==> src/rtl/scroll_pkg.sv <==
// Shared types and constants for the scrolling 7-segment display output stage:
// character codes, active-low segment patterns ({g,f,e,d,c,b,a}) and the FIFO fill states.
package scroll_pkg;

    localparam int CHAR_W = 5;

    typedef enum logic [CHAR_W-1:0] {
        CH_OFF = 5'd0,
        CH_0, CH_1, CH_2, CH_3, CH_4, CH_5, CH_6, CH_7, CH_8, CH_9,
        CH_C, CH_P, CH_E, CH_N, CH_b, CH_y, CH_e
    } char_t;

    // Active-low: a 0 bit lights the segment.
    localparam logic [6:0] HEX_OFF = 7'b1111111;
    localparam logic [6:0] HEX_0   = 7'b1000000;
    localparam logic [6:0] HEX_1   = 7'b1111001;
    localparam logic [6:0] HEX_2   = 7'b0100100;
    localparam logic [6:0] HEX_3   = 7'b0110000;
    localparam logic [6:0] HEX_4   = 7'b0011001;
    localparam logic [6:0] HEX_5   = 7'b0010010;
    localparam logic [6:0] HEX_6   = 7'b0000010;
    localparam logic [6:0] HEX_7   = 7'b1111000;
    localparam logic [6:0] HEX_8   = 7'b0000000;
    localparam logic [6:0] HEX_9   = 7'b0010000;
    localparam logic [6:0] HEX_C   = 7'b1000110;
    localparam logic [6:0] HEX_P   = 7'b0001100;
    localparam logic [6:0] HEX_E   = 7'b0000110;
    localparam logic [6:0] HEX_N   = 7'b1001000;
    localparam logic [6:0] HEX_b   = 7'b0000011;
    localparam logic [6:0] HEX_y   = 7'b0010001;
    localparam logic [6:0] HEX_e   = 7'b0000100;

    typedef enum logic [1:0] {
        EMPTY = 2'd0,
        ONE   = 2'd1,
        FULL  = 2'd2
    } fifo_state_t;

endpackage

==> src/rtl/hex7_encode.sv <==
// Combinational character code to active-low 7-segment pattern.
// Any code without a glyph (including CH_OFF) blanks the digit.
module hex7_encode
    import scroll_pkg::*;
(
    input  char_t      code,
    output logic [6:0] seg
);

    always_comb begin
        seg = HEX_OFF;
        case (code)
            CH_0:    seg = HEX_0;
            CH_1:    seg = HEX_1;
            CH_2:    seg = HEX_2;
            CH_3:    seg = HEX_3;
            CH_4:    seg = HEX_4;
            CH_5:    seg = HEX_5;
            CH_6:    seg = HEX_6;
            CH_7:    seg = HEX_7;
            CH_8:    seg = HEX_8;
            CH_9:    seg = HEX_9;
            CH_C:    seg = HEX_C;
            CH_P:    seg = HEX_P;
            CH_E:    seg = HEX_E;
            CH_N:    seg = HEX_N;
            CH_b:    seg = HEX_b;
            CH_y:    seg = HEX_y;
            CH_e:    seg = HEX_e;
            default: seg = HEX_OFF;
        endcase
    end

endmodule

==> src/rtl/hex_scroll_shifter.sv <==
// Scrolling display output stage: 2-entry character FIFO, step divider and 6-digit shift register.
// Optional SCROLL_PAUSE_EN adds a PAUSE input that freezes the divider and the display.
module hex_scroll_shifter
    import scroll_pkg::*;
#(
    parameter int STEP_DIV = 25_000_000,
    parameter int CW       = CHAR_W
) (
    input  logic          CLK,
    input  logic          RESET_N,
`ifdef SCROLL_PAUSE_EN
    input  logic          PAUSE,
`endif
    input  logic          CHAR_VALID,
    input  logic [CW-1:0] CHAR_DATA,
    output logic          CHAR_READY,
    output logic          STEP,
    output logic          UNDERRUN,
    output logic [6:0]    HEX0,
    output logic [6:0]    HEX1,
    output logic [6:0]    HEX2,
    output logic [6:0]    HEX3,
    output logic [6:0]    HEX4,
    output logic [6:0]    HEX5
);

    localparam int             DW   = (STEP_DIV > 1) ? $clog2(STEP_DIV) : 1;
    localparam logic [DW-1:0]  LAST = DW'(STEP_DIV - 1);

    logic              run;
    logic [DW-1:0]     cnt;
    logic              tc;
    fifo_state_t       state, state_nxt;
    char_t             in_char, head, tail;
    logic              push, pop;
    logic              head_we, head_from_tail, tail_we;
    logic [6:0]        head_seg;
    logic [5:0][6:0]   digits;
    logic              step_q, underrun_q;

`ifdef SCROLL_PAUSE_EN
    assign run = ~PAUSE;
`else
    assign run = 1'b1;
`endif

    // Step divider; holds its count while paused so release resumes mid-period.
    always_ff @(posedge CLK or negedge RESET_N) begin
        if (!RESET_N)
            cnt <= '0;
        else if (run)
            cnt <= (cnt == LAST) ? '0 : cnt + 1'b1;
    end

    assign tc = run & (cnt == LAST);

    assign in_char    = char_t'(CHAR_DATA[CHAR_W-1:0]);
    assign CHAR_READY = (state != FULL);
    assign push       = CHAR_VALID & CHAR_READY;
    assign pop        = tc & (state != EMPTY);

    always_ff @(posedge CLK or negedge RESET_N) begin
        if (!RESET_N)
            state <= EMPTY;
        else
            state <= state_nxt;
    end

    always_comb begin
        state_nxt      = state;
        head_we        = 1'b0;
        head_from_tail = 1'b0;
        tail_we        = 1'b0;
        case (state)
            EMPTY: begin
                if (push) begin
                    state_nxt = ONE;
                    head_we   = 1'b1;
                end
            end
            ONE: begin
                // Push+pop: the old head leaves for the display, the new char becomes head.
                if (push && pop) begin
                    head_we = 1'b1;
                end else if (push) begin
                    state_nxt = FULL;
                    tail_we   = 1'b1;
                end else if (pop) begin
                    state_nxt = EMPTY;
                end
            end
            FULL: begin
                if (pop) begin
                    state_nxt      = ONE;
                    head_we        = 1'b1;
                    head_from_tail = 1'b1;
                end
            end
            default: state_nxt = EMPTY;
        endcase
    end

    always_ff @(posedge CLK or negedge RESET_N) begin
        if (!RESET_N) begin
            head <= CH_OFF;
            tail <= CH_OFF;
        end else begin
            if (head_we)
                head <= head_from_tail ? tail : in_char;
            if (tail_we)
                tail <= in_char;
        end
    end

    hex7_encode u_encode (
        .code (head),
        .seg  (head_seg)
    );

    always_ff @(posedge CLK or negedge RESET_N) begin
        if (!RESET_N) begin
            digits     <= {6{HEX_OFF}};
            step_q     <= 1'b0;
            underrun_q <= 1'b0;
        end else begin
            if (tc)
                digits <= {digits[4:0], (pop ? head_seg : HEX_OFF)};
            step_q     <= tc;
            underrun_q <= underrun_q | (tc & ~pop);
        end
    end

    assign STEP     = step_q;
    assign UNDERRUN = underrun_q;
    assign HEX0     = digits[0];
    assign HEX1     = digits[1];
    assign HEX2     = digits[2];
    assign HEX3     = digits[3];
    assign HEX4     = digits[4];
    assign HEX5     = digits[5];

endmodule

==> config.mk <==
export PLATFORM = sky130hd
export DESIGN_NAME = hex_scroll_shifter
export DESIGN_NICKNAME = d
export VERILOG_FILES = /design/src/rtl/scroll_pkg.sv /design/src/rtl/hex7_encode.sv /design/src/rtl/hex_scroll_shifter.sv
export SDC_FILE = /design/constraint.sdc
export NUM_CORES = 1
export LEC_CHECK = 0
export CORE_AREA = 2 2 123 65
export CTS_BUF_LIST = sky130_fd_sc_hd__clkbuf_4 sky130_fd_sc_hd__clkbuf_8 sky130_fd_sc_hd__clkbuf_16
export CTS_CLUSTER_SIZE = 8
export DETAILED_ROUTE_END_ITERATION = 10
export DIE_AREA = 0 0 125 67
export GPL_TIMING_DRIVEN = 0
export PLACE_DENSITY = 0.89
export SKIP_CTS_REPAIR_TIMING = 1
export SKIP_LAST_GASP = 1
export SYNTH_ARGS = -nofsm -noshare
export SYNTH_HDL_FRONTEND = slang
export SYNTH_HIERARCHICAL = 1
export SYNTH_SLANG_ARGS = --single-unit
==> constraint.sdc <==
create_clock -name CLK -period 6.3 [get_ports CLK]
set_input_delay 1.575 -clock CLK [delete_from_list [all_inputs] [get_ports CLK]]
set_output_delay 1.575 -clock CLK [all_outputs]
set_load 0.02 [all_outputs]
==> flow_summary.toml <==
[outcome]
status = "finished clean"

[cts]
clock_path_buffers = 2
cts_tree = "built"
htreeDepth = 3
cts-root-buf = "clkbuf_16"
clock_latency_ns = 0.34
numCtsBuffers = 9
numClockSinks = 81
path_clk_slew_ns = 0.06

[die]
rows = 22
dieArea_um2 = 8375
core_um2 = 7212
start_util_pct = 54.84
fp.dieW_um = 125
fp.dieH_um = 67
ios = 53

[power]
powerDensity_nw_per_um2 = 306.4
vdd_drop_max_mv = 0.1995
p_leak_nw = 2.126

[global_route]
grt_max_degree = 77
grt_pass1_vias = 3255
gr-total-overflow = 0
grt_antenna_before_repair = 0
grt_pass1_wl_um = 15860
grt_usage_pct = 24.24

[synth]
yosys_warnings = 6
synth_area_per_cell_um2 = 9.350
ys_seq_area_share_pct = 52.58
synthesis.area_um2 = 3955
synth-main-ff-cell = "dfstp_2"
postSynthCellCount = 423
ys_async_sr_fraction_pct = 100.0
synth_edf_count = 0
synth_fp_nets = 439
yosys.cell_types.count = 45
synth.ff_latch_count = 81

[setup_path]
arrival_ns = 1.94
critPathCaptureType = "output port"
critPathLaunchType = "flop"
critPathKind = "flop to output port"
crit_path_max_fanout = 9
worstPathRequired_ns = 4.72

[route]
dr.pass1.iters = 5
drt-initial-drc-count = 259
postRouteAntennaNets = 0
wirelength_um = 9423
viasPerCell = 5.580
route.met2.wl_um = 4756
highest_layer = "met4"
drc = 0
dr_wl_met3_um = 513
wl_per_cell_um = 16.03
vias = 3281
wl_met1_um = 3993

[layout]
final_cell_mix = "nand2_1, clkdlybuf4s50_1, nor2_1"
layout.nets = 503
layout_commonest_cell = "nand2_1"
area_growth_pct = 24.30
layout-drive-gt1-share_pct = 16.26
diodes = 0

[sta]
setup_viol = 0
fin_skew_ns = 0.009249
period_needed_ns = 3.516
fmax_ghz = 0.2844
fin_ws_ns = 2.784
finalHoldViolCount = 0
tns_ns = 0
rsz0062_at_grt = "no"
worst_pin_slew_ns = 0.9121
period_share_pct = 55.81
slew_violations = 0
slew_headroom_pct = 38.68

[placed_design]
numPortBuffers = 52
gp_congestion = 0.8831
hpwl_um = 5945
place_ws_ns = 2.916

[flow_run]
drv_cap = 0

[worst_hold_path]
hold_path.class = "flop to flop"
-- flip-flops by register name, summed over array words and instances (netlist names) --
register	cells
head	5
HEX4	7
HEX5	7
tail	5
state	2
HEX1	7
HEX3	7
STEP	1
cnt	25
HEX0	7
UNDERRUN	1
HEX2	7
-- synth_stat cells, drive strengths merged, types with 6 or more instances --
| master | number | share of area (%) |
|---|---|---|
| nand2 | 124 | 12 |
| nor2 | 45 | 4.3 |
| dfstp | 42 | 28 |
| dfrtp | 39 | 25 |
| a21oi | 15 | 1.9 |
| mux2i | 12 | 3.0 |
| xnor2 | 12 | 2.7 |
| nand4 | 11 | 1.7 |
| nor3 | 11 | 1.4 |
| xor2 | 11 | 2.4 |
| clkbuf | 10 | 0.95 |
| buf | 9 | 1.4 |
| nand3 | 9 | 1.3 |
| ha | 8 | 2.5 |
| nor2b | 8 | 1.3 |
| o21ai | 6 | 0.76 |
-- where the power goes --
part / total [mW] / switching (mW) / leakage, nW / internal (mW)
clock network: 0.520 / 0.204 / 0.151 / 0.316
registers: 0.617 / 0.0569 / 0.939 / 0.560
logic: 0.369 / 0.200 / 1.04 / 0.169
-- per-layer routing --
layer / up-vias / global-route usage (%)
met1: 1608 / 28.57
met2: 107 / 42.73
met3: 15 / 7.309
met5: - / 0
met4: 0 / 9.167
li1: 1551 / -
-- logic make-up (layout without fill, tap and decap cells) --
kind of cell,Yosys count,after routing,synth area share [%]
AND/OR/NAND/NOR,234,234,26.80
flip-flops,81,81,52.58
AO/OA/AOI/OAI,37,37,5.790
XOR/XNOR,23,23,5.093
buffers and inverters,23,92,2.752
multiplexers,17,17,4.461
adder cells (fa/ha/maj),8,8,2.531
-- path summary, 6_finish.rpt --
kind / start / endpoint / slack (ns) / depth (start not counted)
max: state[0] / CHAR_READY / 2.78 / 4
min: HEX5[0] / HEX5[0] / 0.45 / 2
max reg2reg: cnt[0] / HEX1[3] / 3.62 / 7
min reg2reg: HEX5[0] / HEX5[0] / 0.45 / 2
max in group asynchronous: RESET_N / HEX2[4] / 4.67 / 2
min in group asynchronous: RESET_N / head[1] / 1.04 / 1
-- critical path, cell delays in order, from the launching register on --
cell and delay, ns:
dfrtp_1 0.33, clkbuf_1 0.44, nor2b_1 0.16, inv_1 0.08
clkdlybuf4s50_1 0.59
-- metrics by stage --
stage | hold slack (ns) | instance area [µm²] | std cells | util (%) | power (mW)
after floorplan | 0.4688 | 3955 | 423 | - | 0.8904
after global placement | 0.4417 | 4596 | 571 | 63.72 | 0.9657
after detailed placement | 0.4446 | 4621 | 572 | 64.07 | 0.9838
after CTS | 0.4532 | 4916 | 588 | 68.16 | 1.505
after global routing | 0.4745 | 4916 | 588 | 68.16 | 1.590
final | 0.4484 | 4916 | 588 | 68.16 | 1.506
-- final cells by class --
cell class | count | area, µm²
fillers | 513 | 2296
flip-flops and latches | 81 | 2079
multi-input cells | 319 | 1767
repair buffers | 53 | 545.5
clock buffers | 11 | 240.2
well taps | 96 | 120.1
plain buffers | 19 | 93.84
clock inverters | 5 | 55.05
inverters | 4 | 15.01
Power figures use the tool's default switching activity.
